## src/rtl/alu_sched_pkg.sv

```systemverilog
// Purpose: shared opcode encodings, legality check and width defaults for the ALU scheduler.
// Latency: n/a (declarations only).
// Backpressure: n/a.
package alu_sched_pkg;

  localparam int DATA_W_DEF = 16;
  localparam int OP_W_DEF   = 3;

  localparam logic [2:0] OP_AND = 3'b000;
  localparam logic [2:0] OP_OR  = 3'b001;
  localparam logic [2:0] OP_ADD = 3'b010;
  localparam logic [2:0] OP_SUB = 3'b110;
  localparam logic [2:0] OP_SLT = 3'b111;

  // Opcodes 011, 100 and 101 have no ALU function behind them.
  function automatic logic op_legal(input logic [2:0] op);
    case (op)
      OP_AND, OP_OR, OP_ADD, OP_SUB, OP_SLT: op_legal = 1'b1;
      default:                               op_legal = 1'b0;
    endcase
  endfunction

endpackage

```

## src/rtl/rr_arb2.sv

```systemverilog
// Purpose: two-way round-robin arbiter with a one-hot grant and a last-granted pointer.
// Latency: grant is combinational from req; pointer moves on the edge where accept is high.
// Backpressure: pointer holds while accept is low, so a stalled winner keeps its priority.
module rr_arb2 (
  input  logic       clk,
  input  logic       rst_n,
  input  logic [1:0] req,
  input  logic       accept,
  output logic [1:0] grant
);

  logic last;

  // Lone requester wins outright; on contention the one not granted last time wins.
  always_comb begin
    grant = req;
    if (&req) begin
      grant = last ? 2'b01 : 2'b10;
    end
  end

  // Pointer resets to 1 so requester 0 wins the first contention.
  always_ff @(posedge clk or negedge rst_n) begin
    if (!rst_n) begin
      last <= 1'b1;
    end else if (accept) begin
      last <= grant[1];
    end
  end

endmodule

```

## src/rtl/alu_scheduler.sv

```systemverilog
// Purpose: shares one external ALU between two valid/ready requesters through a single issue stage.
// Latency: request handshake at edge T, ALU driven in cycle T+1, response valid after edge T+1.
// Backpressure: a full response slot for the issuing requester stalls the issue stage and drops both req_ready.
module alu_scheduler
  import alu_sched_pkg::*;
#(
  parameter int DATA_W = DATA_W_DEF,
  parameter int OP_W   = OP_W_DEF
) (
  input  logic              clk,
  input  logic              rst_n,
  input  logic              req_valid_0,
  output logic              req_ready_0,
  input  logic [OP_W-1:0]   req_op_0,
  input  logic [DATA_W-1:0] req_x_0,
  input  logic [DATA_W-1:0] req_y_0,
  input  logic              req_valid_1,
  output logic              req_ready_1,
  input  logic [OP_W-1:0]   req_op_1,
  input  logic [DATA_W-1:0] req_x_1,
  input  logic [DATA_W-1:0] req_y_1,
  output logic              rsp_valid_0,
  input  logic              rsp_ready_0,
  output logic [DATA_W-1:0] rsp_data_0,
  output logic              rsp_zero_0,
  output logic              rsp_err_0,
  output logic              rsp_valid_1,
  input  logic              rsp_ready_1,
  output logic [DATA_W-1:0] rsp_data_1,
  output logic              rsp_zero_1,
  output logic              rsp_err_1,
  output logic [OP_W-1:0]   alu_opcod,
  output logic [DATA_W-1:0] alu_x,
  output logic [DATA_W-1:0] alu_y,
  input  logic [DATA_W-1:0] alu_out,
  input  logic              alu_zero
);

  logic [1:0] req_vld;
  logic [1:0] rsp_rdy;
  logic [1:0] grant;
  logic       accept;
  logic       can_accept;
  logic       adv;

  logic              iss_valid;
  logic              iss_id;
  logic [OP_W-1:0]   iss_op;
  logic [DATA_W-1:0] iss_x;
  logic [DATA_W-1:0] iss_y;
  logic              iss_legal;

  logic [DATA_W-1:0] cap_data;
  logic              cap_zero;
  logic              cap_err;

  logic [1:0]             rsp_vld;
  logic [1:0][DATA_W-1:0] rsp_dat;
  logic [1:0]             rsp_zf;
  logic [1:0]             rsp_ef;

  assign req_vld = {req_valid_1, req_valid_0};
  assign rsp_rdy = {rsp_ready_1, rsp_ready_0};

  // The issue slot drains when its target response register is empty or being read this cycle.
  assign adv        = iss_valid & (~rsp_vld[iss_id] | rsp_rdy[iss_id]);
  assign can_accept = ~iss_valid | adv;
  assign accept     = can_accept & (|req_vld);

  assign req_ready_0 = can_accept & grant[0];
  assign req_ready_1 = can_accept & grant[1];

  rr_arb2 u_arb (
    .clk    (clk),
    .rst_n  (rst_n),
    .req    (req_vld),
    .accept (accept),
    .grant  (grant)
  );

  // Issue register: load the granted request, otherwise empty out when the result is captured.
  always_ff @(posedge clk or negedge rst_n) begin
    if (!rst_n) begin
      iss_valid <= 1'b0;
      iss_id    <= 1'b0;
      iss_op    <= '0;
      iss_x     <= '0;
      iss_y     <= '0;
    end else if (accept) begin
      iss_valid <= 1'b1;
      iss_id    <= grant[1];
      iss_op    <= grant[1] ? req_op_1 : req_op_0;
      iss_x     <= grant[1] ? req_x_1  : req_x_0;
      iss_y     <= grant[1] ? req_y_1  : req_y_0;
    end else if (adv) begin
      iss_valid <= 1'b0;
    end
  end

  assign iss_legal = op_legal(iss_op);

  // Idle or illegal slots present a quiet AND of zeros to the ALU.
  assign alu_opcod = (iss_valid & iss_legal) ? iss_op : '0;
  assign alu_x     = (iss_valid & iss_legal) ? iss_x  : '0;
  assign alu_y     = (iss_valid & iss_legal) ? iss_y  : '0;

  // Zero flag is meaningful only for SUB (compare); illegal ops return zero data with err set.
  assign cap_data = iss_legal ? alu_out : '0;
  assign cap_zero = iss_legal & (iss_op == OP_SUB) & alu_zero;
  assign cap_err  = ~iss_legal;

  for (genvar k = 0; k < 2; k++) begin : g_rsp
    localparam logic KID = 1'(k);

    // Response register k: a capture wins over a simultaneous read-out clear.
    always_ff @(posedge clk or negedge rst_n) begin
      if (!rst_n) begin
        rsp_vld[k] <= 1'b0;
        rsp_dat[k] <= '0;
        rsp_zf[k]  <= 1'b0;
        rsp_ef[k]  <= 1'b0;
      end else if (adv && (iss_id == KID)) begin
        rsp_vld[k] <= 1'b1;
        rsp_dat[k] <= cap_data;
        rsp_zf[k]  <= cap_zero;
        rsp_ef[k]  <= cap_err;
      end else if (rsp_rdy[k]) begin
        rsp_vld[k] <= 1'b0;
      end
    end
  end

  assign rsp_valid_0 = rsp_vld[0];
  assign rsp_data_0  = rsp_dat[0];
  assign rsp_zero_0  = rsp_zf[0];
  assign rsp_err_0   = rsp_ef[0];
  assign rsp_valid_1 = rsp_vld[1];
  assign rsp_data_1  = rsp_dat[1];
  assign rsp_zero_1  = rsp_zf[1];
  assign rsp_err_1   = rsp_ef[1];

endmodule

```

## config.mk

```make
export PLATFORM = sky130hd
export DESIGN_NAME = alu_scheduler
export DESIGN_NICKNAME = d
export VERILOG_FILES = /design/src/rtl/alu_sched_pkg.sv /design/src/rtl/rr_arb2.sv /design/src/rtl/alu_scheduler.sv
export SDC_FILE = /design/constraint.sdc
export NUM_CORES = 1
export LEC_CHECK = 0
export CORE_UTILIZATION = 43
export CTS_BUF_LIST = sky130_fd_sc_hd__clkbuf_4 sky130_fd_sc_hd__clkbuf_8
export CTS_CLUSTER_DIAMETER = 100
export CTS_CLUSTER_SIZE = 16
export DETAILED_ROUTE_END_ITERATION = 10
export GPL_TIMING_DRIVEN = 1
export MAX_ROUTING_LAYER = met4
export PLACE_DENSITY_LB_ADDON = 0.12
export SLEW_MARGIN = 5
export SYNTH_ARGS = -nofsm -noshare
export SYNTH_HDL_FRONTEND = slang
export SYNTH_SLANG_ARGS = --single-unit
```

## constraint.sdc

```tcl
create_clock -name clk -period 2.45 [get_ports clk]
set_clock_uncertainty 0.05 [all_clocks]
set_input_delay 0.6125 -clock clk [delete_from_list [all_inputs] [get_ports clk]]
set_output_delay 0.6125 -clock clk [all_outputs]
set_load 0.01 [all_outputs]
```

# After elaboration in Yosys (flattened, before gate mapping)
# Index checks and enable logic that the tools add are counted.
[totals] regBits=76 output_inout_bits=75 wordCells=61
[classes] n_lt_le_gt_ge=1 n_eq_ne=4 n_mux=20 bitwise_logic=13 n_reduce_logical=9
[ops] cell="2-to-1 mux 16 bit" n=5
[ops] cell="2-to-1 mux 1 bit" n=11
[ops] cell="AND 1 bit" n=7
[ops] cell="equality test 3 bit (second input constant)" n=2
[ops] cell="2-to-1 mux 3 bit" n=2
[ops] cell="nonzero test 2 bit" n=3
[ops] cell="OR reduction 5 bit" n=1
[ops] cell="2-to-1 mux 2 bit" n=2
[ops] cell="NOT 1 bit" n=4
[ops] cell="equality test 3 x 1 -> 1 bit (second input constant)" n=1
[ops] cell="equality test 3 x 2 -> 1 bit (second input constant)" n=1
[ops] cell="zero test 3 bit" n=1
[ops] cell="logical AND 1 bit" n=2
[ops] cell="less-than comparator 1 x 2 -> 1 bit (second input constant)" n=1
[ops] cell="bitwise OR 1 bit" n=2
[ops] cell="AND reduction 2 bit" n=1
[ops] cell="OR reduction 2 bit" n=1

# Depth between registers and ports, before layout
# Gate-level depths: netlist (run 1).
[depth] depth_word=8 depth_mapped=5 ltp_nobuf=3

# Modules after synthesis
# From an unflattened synthesis (run 1), not the netlist that was laid out.
[hier_totals] cells_unflattened=310 area_unflattened_um2=3712.3
[by_module_without_submodules] mod="alu_scheduler" instances=1 cells_per_inst=305 area_per_inst_um2=3648.5 seq_area_each_um2=1876.8
[by_module_without_submodules] mod="rr_arb2" instances=1 cells_per_inst=5 area_per_inst_um2=63.8 seq_area_each_um2=26.3

# Worst setup path before layout (run 1)
# Ideal clock, no wire load.
[synth_timing] path_kind="in2out" startpoint="input port req_valid_1" endpoint="output port req_ready_0" arrival_ps=1539 slack_ps=249 cell_stages=4 n_path_buf=2 path_cell_list="a21boi_0 -> buf_2 -> buf_2 -> nor4_1"
[synth_via] elab_chain_len=3
[synth_lines] element="start: declaration" line_no="alu_scheduler.sv:17" rtl="input logic req_valid_1,"
[synth_lines] element="AND reduction 2 bit" line_no="rr_arb2.sv:17" rtl="if (&req) begin"
[synth_lines] element="2-to-1 mux 2 bit" line_no="rr_arb2.sv:17"
[synth_lines] element="AND 1 bit" line_no="alu_scheduler.sv:70" rtl="assign req_ready_0 = can_accept & grant[0];"
[synth_lines] element="end: declaration" line_no="alu_scheduler.sv:13" rtl="output logic req_ready_0,"
# Every way passes these cells.

# Final worst setup path (run 1)
[layout_timing] startpoint="input port rsp_ready_1" endpoint="output port req_ready_1"
[layout_via] elab_chain_len=6
[layout_lines] element="start: declaration" line_no="alu_scheduler.sv:28" rtl="input logic rsp_ready_1,"
[layout_lines] element="2-to-1 mux 1 bit (implied by the code) (2 in a row)" line_no="alu_scheduler.sv:66" rtl="assign adv = iss_valid & (~rsp_vld[iss_id] | rsp_rdy[iss_id]);"
[layout_lines] element="bitwise OR 1 bit" line_no="alu_scheduler.sv:66"
[layout_lines] element="AND 1 bit" line_no="alu_scheduler.sv:66"
[layout_lines] element="bitwise OR 1 bit" line_no="alu_scheduler.sv:67" rtl="assign can_accept = ~iss_valid | adv;"
[layout_lines] element="AND 1 bit" line_no="alu_scheduler.sv:71" rtl="assign req_ready_1 = can_accept & grant[1];"
[layout_lines] element="end: declaration" line_no="alu_scheduler.sv:18" rtl="output logic req_ready_1,"
# Every way passes these cells. The select of a mux whose other input is x is not followed.

==> impl_metrics.env, run 1 <==
export IMPL_outcome="completed"
export IMPL_drc=0
export IMPL_fmax_mhz=411
export IMPL_min_period_over_period_pct=99.4
export IMPL_overflow=0
export IMPL_grt_first_pass_wirelength_um=15000
export IMPL_hold_viol=0
export IMPL_grt_pass1_vias=3056
export IMPL_worst_pin_slew_ns=0.521
export IMPL_yosys_top_cells_area="dfrtp_1 (51%), mux2_2 (29%), and2_1 (6.0%)"
export IMPL_grt_setup_unrepaired="true"
export IMPL_wl_per_cell_um=16.6
export IMPL_crit_path_max_fanout=3
export IMPL_syn_inst=281
export IMPL_fin_util_pct=70.2
export IMPL_maxSlewHeadroom_pct=65.3
export IMPL_cts_sinks=76
export IMPL_cp_start_kind="input pin"
export IMPL_postCtsHoldBufs=0
export IMPL_setup_viol=0
export IMPL_start_util_pct=44.5
export IMPL_ant_nets=0
export IMPL_cts_htree_levels=3
export IMPL_cap_viol_max_count=0
export IMPL_crit_required_ns=1.79
export IMPL_syn_avg_cell_area_um2=13.1
export IMPL_drtIter0Drc=104
export IMPL_ios=168
export IMPL_cts_buffers=9
export IMPL_grt_max_degree=42
export IMPL_clock_path_buffers=2
export IMPL_seq_area_frac_synth_pct=51.7
export IMPL_r2r_start="iss_valid"
export IMPL_core_um2=8260
export IMPL_ys_ff_latch=76
export IMPL_finalNetCount=552
export IMPL_clk_latency_ns=0.34
export IMPL_root_buffer="clkbuf_8"
export IMPL_drt_total_wl_um=9470
export IMPL_diodes=0
export IMPL_synthArstFlopShare_pct=100
export IMPL_io_buffers=167
export IMPL_tns_ns=0
export IMPL_gp_congestion=0.764
export IMPL_syn_num_nets=374
export IMPL_fp_dieW_um=94.5
export IMPL_grt_total_usage_pct=22.6
export IMPL_worst_ep_arrival_time_ns=1.77
export IMPL_cts_tree="yes"
export IMPL_place_ws_ns=-0.388
export IMPL_p_leak_nw=2.47
export IMPL_grt_antenna_before_repair=0
export IMPL_synth_area_um2=3680
export IMPL_rows=33
export IMPL_vias=2899
export IMPL_drive_gt1_share_pct=30.0
export IMPL_placed_cells=550
export IMPL_via_per_inst=5.09
export IMPL_synth_edff_count=0
export IMPL_clkTransAtPathRegs_ns=0.09
export IMPL_crit_type="in -> out"
export IMPL_dr_pass1_iters=4
export IMPL_synth_common_cells="mux2_2 (94), dfrtp_1 (75), and2_1 (35)"
export IMPL_fp_dieArea_um2=8930
export IMPL_synth_top_area_share_pct=51.0
export IMPL_r2r_cells=5
export IMPL_area_growth_pct=57.6
export IMPL_synthFlopType="dfrtp_1"
export IMPL_yosysMostFrequentCell="mux2_2"
export IMPL_die_height_um=94.5
export IMPL_p_per_area_nw_per_um2=1090
export IMPL_maxSlewViolCount=0
export IMPL_ff2ff_setup_slack_ns=0.52
export IMPL_r2r_end="iss_x[7]"
export IMPL_hold_path_class="in -> async"
export IMPL_yosysTopAreaCell="dfrtp_1"
export IMPL_ys_warn_count=0
export IMPL_layoutNonFillerInstCount=569
export IMPL_ys_types=27
export IMPL_post_dp_hpwl_um=6950
export IMPL_crit_path_end_kind="output port"
export IMPL_fin_ws_ns=0.0144
export IMPL_min_period_ns=2.44
export IMPL_vdd_drop_max_v=0.000516
[how the worst max path moves through the flow]
| stage | from | endpoint | cells past startpoint | slack, ns |
|---|---|---|---|---|
| floorplan | req_valid_1 | req_ready_0 | 4 | 0.25 |
| global placement | rsp_ready_0 | req_ready_0 | 4 | -0.34 |
| detailed placement | rsp_ready_0 | req_ready_1 | 5 | -0.39 |
| CTS | iss_op[2] | alu_x[9] | 5 | -0.003 |
| global route | rsp_ready_0 | req_ready_0 | 4 | -0.02 |
| finish | rsp_ready_1 | req_ready_1 | 5 | 0.01 |
[layout by cell type (no fill, tap or decap), drive strengths merged]
master           n
a21boi           1
a2bb2oi          1
a32o             5
and2            35
and2b            1
and3            15
and4b            2
and4bb           1
buf             22
bufinv           1
clkbuf          10
clkdlybuf4s15   34
clkdlybuf4s50  130
clkinv           2
clkinvlp         2
dfrtp           75
dfstp            1
inv              4
mux2            95
nand2            5
nand2b           3
nand3            6
nand3b           1
nor2             2
nor3             1
nor4             1
o2bb2ai          6
o31ai            1
o41ai            1
[critical path: stages]
cell and delay, ns:
clkdlybuf4s50_1 0.49, and4b_1 0.25, nor2_2 0.16, and2_1 0.14
buf_2 0.12
[per-stage QoR]
step	hold WS [ns]	cell area (um^2)	total power, mW
final	0.190	5800	6.34
after global routing	0.207	5800	6.74
after CTS	0.194	5740	6.32
after detailed placement	0.422	5550	5.47
after global placement	0.415	5550	5.39
after floorplan	0.267	3680	3.73
[power by group]
group | total, mW | internal, mW | leakage, nW | switching [mW]
clock | 0.985 | 0.505 | 0.0991 | 0.479
sequential | 2.06 | 1.79 | 0.919 | 0.269
combinational | 3.30 | 1.94 | 1.45 | 1.36
[logic make-up (layout without fill, tap and decap cells)]
logic type             Yosys count  in the layout  synth area share (%)
AO/OA/AOI/OAI                   15             15                  3.67
multiplexers                    95             95                  29.1
AND/OR/NAND/NOR                 73             73                  12.4
flip-flops                      76             76                  51.7
buffers and inverters           22            205                  3.06
[what timing repair did]
action | 4_1_cts | 5_1_grt
hold endpoints to repair | 0 | 0
endpoints found under the setup margin | 36 | 34
setup buffers | 2 | 1
pin swaps | 1 | 1
resized for setup | 50 | 34
[flip-flops by register name, indices dropped and copies added, names as in the netlist, 3 cells and up]
register and count:
rsp_data_1 16, iss_y 16, iss_op 3, rsp_data_0 16, iss_x 16
[per-layer routing]
layer | vias up | global-route usage (%) | wire length [um]
met4 | 0 | 5.43 | 119
met3 | 11 | 5.15 | 620
met1 | 1418 | 28.4 | 4070
li1 | 1363 | - | -
met2 | 107 | 37.3 | 4660
met5 | - | - | 0
[final cells by class]
class                   count  area (um^2)
fillers                   639         2460
flip-flops and latches     76         1900
repair buffers            186         1850
multi-input cells         183         1690
clock buffers              10          138
well taps                 105          131
clock inverters             6         71.3
inverters                   3         11.3
Note: power is estimated with default switching activity, not from simulation.
==> run 2, diff against run 1 <==
CELL_PAD_IN_SITES_DETAIL_PLACEMENT = 1   (was not set)
CELL_PAD_IN_SITES_GLOBAL_PLACEMENT = 1   (was not set)
CORE_UTILIZATION = 33   (was 43)
==> impl_metrics.env, run 2 (synthesis results as in run 1) <==
export IMPL_outcome="completed"
export IMPL_cts_htree_levels=3
export IMPL_grt_first_pass_wirelength_um=16600
export IMPL_placed_cells=589
export IMPL_cts_sinks=76
export IMPL_min_period_over_period_pct=97.9
export IMPL_drtIter0Drc=73
export IMPL_r2r_start="iss_id"
export IMPL_grt_pass1_vias=3256
export IMPL_wl_met2_um=5170
export IMPL_place_ws_ns=-0.475
export IMPL_worst_pin_slew_ns=0.513
export IMPL_p_clk_share_pct=13.9
export IMPL_cts_buffers=9
export IMPL_hold_viol=0
export IMPL_grt_setup_unrepaired="false"
export IMPL_ff2ff_setup_slack_ns=0.38
export IMPL_clock_path_buffers=2
export IMPL_fmax_mhz=417
export IMPL_cts_tree="yes"
export IMPL_p_per_area_nw_per_um2=1080
export IMPL_grt_total_usage_pct=19.4
export IMPL_power_mw=6.17
export IMPL_swShare_pct=34.7
export IMPL_vias=2951
export IMPL_p_int_mw=4.03
export IMPL_hold_slack_ns=0.168
export IMPL_layout_common_cells="clkdlybuf4s50_1 (128), mux2_2 (94), dfrtp_1 (75), and2_1 (35), clkbuf_2 (29)"
export IMPL_grt_max_degree=40
export IMPL_slowest_stage="clkdlybuf4s50_1"
export IMPL_hold_path_class="in -> async"
export IMPL_worst_ep_arrival_time_ns=1.74
export IMPL_overflow=0
export IMPL_ios=168
export IMPL_io_buffers=167
export IMPL_fp_dieW_um=108
export IMPL_gp_congestion=0.668
export IMPL_area_growth_pct=55.6
export IMPL_crit_family="buffers and inverters"
export IMPL_wl_per_cell_um=16.7
export IMPL_crit_path_end_kind="output port"
export IMPL_fp_dieArea_um2=11600
export IMPL_root_buffer="clkbuf_8"
export IMPL_vdd_drop_max_v=0.000481
export IMPL_crit_type="in -> out"
export IMPL_drt_total_wl_um=10200
export IMPL_rows=38
export IMPL_clkTransAtPathRegs_ns=0.09
export IMPL_cap_viol_max_count=0
export IMPL_start_util_pct=33.9
export IMPL_maxSlewHeadroom_pct=65.8
export IMPL_clk_latency_ns=0.35
export IMPL_core_um2=10800
export IMPL_crit_required_ns=1.79
export IMPL_crit_path_max_fanout=3
export IMPL_maxSlewViolCount=0
export IMPL_seq_power_share_pct=33.6
export IMPL_ant_nets=0
export IMPL_r2r_cells=6
export IMPL_drc=0
export IMPL_via_per_inst=4.83
export IMPL_top_layer="met4"
export IMPL_wl_met1_um=4190
export IMPL_wl_met3_um=691
export IMPL_finalNetCount=559
export IMPL_min_period_ns=2.40
export IMPL_die_height_um=108
export IMPL_fin_ws_ns=0.0522
export IMPL_drive_gt1_share_pct=37.4
export IMPL_setup_viol=0
export IMPL_p_sw_mw=2.14
export IMPL_critPathMaxStageDelay_ns=0.55
export IMPL_p_leak_nw=2.50
export IMPL_grt_antenna_before_repair=0
export IMPL_r2r_end="iss_y[13]"
export IMPL_dr_pass1_iters=4
export IMPL_layoutNonFillerInstCount=611
export IMPL_cp_start_kind="input pin"
export IMPL_path_buf_inv=3
export IMPL_path_cells="clkdlybuf4s50_1 > inv_1 > nor4_4 > buf_2"
export IMPL_post_dp_hpwl_um=7670
export IMPL_p_comb_share_pct=52.6
export IMPL_final_common_cell="clkdlybuf4s50_1"
export IMPL_fin_util_pct=52.8
export IMPL_diodes=0
-- run 2: changes by cell type in the layout (fill, tap and decap cells not counted), sizes merged --
| cell | previous run | this run |
|---|---|---|
| dlymetal6s2s | 0 | 1 |
| clkdlybuf4s50 | 130 | 128 |
| clkinv | 2 | 3 |
| clkbuf | 10 | 39 |
| clkdlybuf4s15 | 34 | 4 |
| buf | 22 | 29 |
| dlygate4sd2 | 0 | 2 |
| bufinv | 1 | 0 |
-- run 2: power groups by stage --
stage | clock network, mW | registers [mW] | logic [mW]
6_report | 0.855 | 2.07 | 3.24
5_1_grt | 0.933 | 2.15 | 3.52
4_1_cts | 0.893 | 2.08 | 3.35
3_5_place_dp | 0 | 2.11 | 3.48
3_3_place_gp | 0 | 2.07 | 3.41
2_1_floorplan | 0 | 2.16 | 1.56
-- run 2: final cells by class --
type,count,area [um^2]
fill,1147,5120
multi-input combinational,183,1700
inverter,3,11.3
tap,140,175
timing repair buffer,193,1760
clock buffer,10,131
sequential,76,1900
clock inverter,6,38.8
-- run 2: routing by layer --
layer / up-vias / global-route usage (%)
met3: 13 / 4.18
met2: 104 / 32.3
met4: 0 / 7.53
met5: - / -
met1: 1465 / 22.9
li1: 1369 / -
-- run 2: repair_timing --
item,4_1_cts,5_1_grt
endpoints found under the setup margin,36,34
setup buffers,4,2
hold buffers,0,0
pin swaps,1,1
resized for setup,51,64
-- run 2: worst max path at each step --
stage / from / endpoint / cells after the start
after detailed placement: rsp_ready_1 / req_ready_1 / 5
final: req_valid_0 / req_ready_0 / 4
after CTS: rsp_ready_1 / req_ready_1 / 5
after floorplan: req_valid_1 / req_ready_0 / 4
after global routing: iss_op[2] / alu_y[10] / 5
after global placement: rsp_ready_0 / req_ready_0 / 4
-- run 2: worst register-to-register path, stage by stage (launching register included) --
cell and delay [ns]:
dfrtp_1 0.45, and4bb_2 0.30, buf_4 0.14, buf_4 0.13, nor3_4 0.27, buf_4 0.26, mux2_2 0.36
-- run 2: metrics by stage --
step,area (um^2),setup TNS (ns)
after global routing,5720,0
final,5720,0
after CTS,5810,-0.0299
after floorplan,3680,0
after detailed placement,5630,-4.89
after global placement,5630,-3.36
==> run 3, diff against run 2 <==
CORE_UTILIZATION = 35   (was 33)
CTS_BUF_LIST = sky130_fd_sc_hd__clkbuf_2   (was sky130_fd_sc_hd__clkbuf_4 sky130_fd_sc_hd__clkbuf_8)
clock period = 2.97 ns   (was 2.45 ns; I/O delays follow)
==> impl_metrics.env, run 3 (synthesis results as in run 1) <==
export IMPL_ff2ff_setup_slack_ns=1.00
export IMPL_cp_start_kind="input pin"
export IMPL_cap_viol_max_count=0
export IMPL_grt_max_degree=42
export IMPL_p_int_mw=3.28
export IMPL_p_per_area_nw_per_um2=878
export IMPL_place_ws_ns=-0.192
export IMPL_maxSlewHeadroom_pct=64.7
export IMPL_start_util_pct=35.8
export IMPL_crit_path_max_fanout=4
export IMPL_rows=37
export IMPL_crit_required_ns=2.18
export IMPL_fin_ws_ns=0.0834
export IMPL_tns_ns=0
export IMPL_drtIter0Drc=82
export IMPL_worst_ep_arrival_time_ns=2.09
export IMPL_grt_total_usage_pct=20.0
export IMPL_fin_util_pct=55.5
export IMPL_crit_path_end_kind="output port"
export IMPL_dpl_cell_area_um2=5580
export IMPL_clock_path_buffers=2
export IMPL_drc=0
export IMPL_via_per_inst=4.86
export IMPL_setup_viol=0
export IMPL_overflow=0
export IMPL_r2r_end="iss_y[3]"
export IMPL_drive_gt1_share_pct=28.9
export IMPL_power_mw=5.01
export IMPL_hold_viol=0
export IMPL_grt_first_pass_wirelength_um=16500
export IMPL_die_height_um=105
export IMPL_worst_pin_slew_ns=0.529
export IMPL_area_growth_pct=55.0
export IMPL_fp_dieArea_um2=10900
export IMPL_vdd_drop_max_v=0.000369
export IMPL_ios=168
export IMPL_crit_type="in -> out"
export IMPL_seq_power_share_pct=34.0
export IMPL_fin_area_um2=5700
export IMPL_p_clk_share_pct=13.6
export IMPL_cts_htree_levels=3
export IMPL_min_period_over_period_pct=97.2
export IMPL_r2r_cells=5
export IMPL_grt_antenna_before_repair=0
export IMPL_core_um2=10300
export IMPL_fmax_mhz=346
export IMPL_clk_latency_ns=0.51
export IMPL_cts_tree="yes"
export IMPL_vias=2916
export IMPL_final_common_cell="clkdlybuf4s50_1"
export IMPL_maxSlewViolCount=0
export IMPL_cts_buffers=9
export IMPL_postCtsHoldBufs=0
export IMPL_p_sw_mw=1.73
export IMPL_outcome="completed"
export IMPL_clkTransAtPathRegs_ns=0.23
export IMPL_min_period_ns=2.89
export IMPL_dr_pass1_iters=4
export IMPL_post_dp_hpwl_um=7360
export IMPL_swShare_pct=34.6
export IMPL_p_leak_nw=2.52
export IMPL_grt_pass1_vias=3260
export IMPL_path_cells="clkdlybuf4s50_1 > and4bb_2 > nor2_1 > and2_1 > dlygate4sd2_1"
export IMPL_critPathMaxStageDelay_ns=0.49
export IMPL_cts_sinks=76
export IMPL_layout_common_cells="clkdlybuf4s50_1 (131), mux2_2 (94), dfrtp_1 (75), and2_1 (35), dlygate4sd2_1 (35)"
export IMPL_diodes=0
export IMPL_slowest_stage="clkdlybuf4s50_1"
export IMPL_gp_congestion=0.732
export IMPL_r2r_start="iss_valid"
export IMPL_hold_path_class="in -> async"
export IMPL_drt_total_wl_um=9960
export IMPL_wl_per_cell_um=16.6
export IMPL_fp_dieW_um=105
export IMPL_grt_setup_unrepaired="false"
export IMPL_p_comb_share_pct=52.4
export IMPL_ant_nets=0
export IMPL_io_buffers=167
export IMPL_finalNetCount=552
export IMPL_root_buffer="clkbuf_2"
run 3: changes by cell type in the layout (fill, tap and decap cells not counted), sizes merged:
cell	change
dlygate4sd2	+33
clkbuf	-30
buf	-9
clkdlybuf4s15	-4
clkdlybuf4s50	+3
bufinv	+2
clkinvlp	-1
dlymetal6s2s	-1
run 3: final cells by class:
type	count	area [um^2]
clock buffers	9	45.0
inverters	3	11.3
well taps	136	170
repair buffers	186	1790
flip-flops and latches	76	1900
fillers	1103	4580
clock inverters	7	100
multi-input cells	183	1680
run 3: how the worst max path moves through the flow:
stage,from,endpoint,slack [ns],cells after the start
4_1_cts,rsp_ready_0,req_ready_1,0.07,5
6_report,rsp_ready_0,req_ready_1,0.08,5
2_1_floorplan,req_valid_1,req_ready_0,0.51,4
3_3_place_gp,rsp_ready_0,req_ready_1,-0.19,5
5_1_grt,iss_op[2],alu_opcod[1],0.002,4
3_5_place_dp,rsp_ready_0,req_ready_1,-0.19,5
run 3: worst max-delay path: cells and delay by family:
kind	cells	cell delay, ns
AND/OR/NAND/NOR	3	0.56
buffers and inverters	2	0.80
run 3: power by group through the flow:
stage / clock (mW) / sequential, mW / combinational [mW]
6_report: 0.680 / 1.70 / 2.62
5_1_grt: 0.745 / 1.77 / 2.83
4_1_cts: 0.709 / 1.71 / 2.67
3_5_place_dp: 0 / 1.74 / 2.80
3_3_place_gp: 0 / 1.71 / 2.75
2_1_floorplan: 0 / 1.78 / 1.29
run 3: what timing repair did:
| action | 4_1_cts | 5_1_grt |
|---|---|---|
| gates resized for setup | 36 | 0 |
| setup buffers | 2 | 0 |
| endpoints found under the setup margin | 35 | 0 |
run 3: through the flow:
stage,instances,hold WS (ns)
2_1_floorplan,281,0.397
3_3_place_gp,582,0.413
5_1_grt,600,0.0910
4_1_cts,600,0.0672
6_report,600,0.108
3_5_place_dp,582,0.426
run 3: metal layers:
| layer | GRT usage, % | wire length [um] |
|---|---|---|
| met2 | 34.3 | 5090 |
| met1 | 23.6 | 4230 |
| met5 | - | 0 |
| met4 | 6.43 | 124 |
| met3 | 3.82 | 521 |
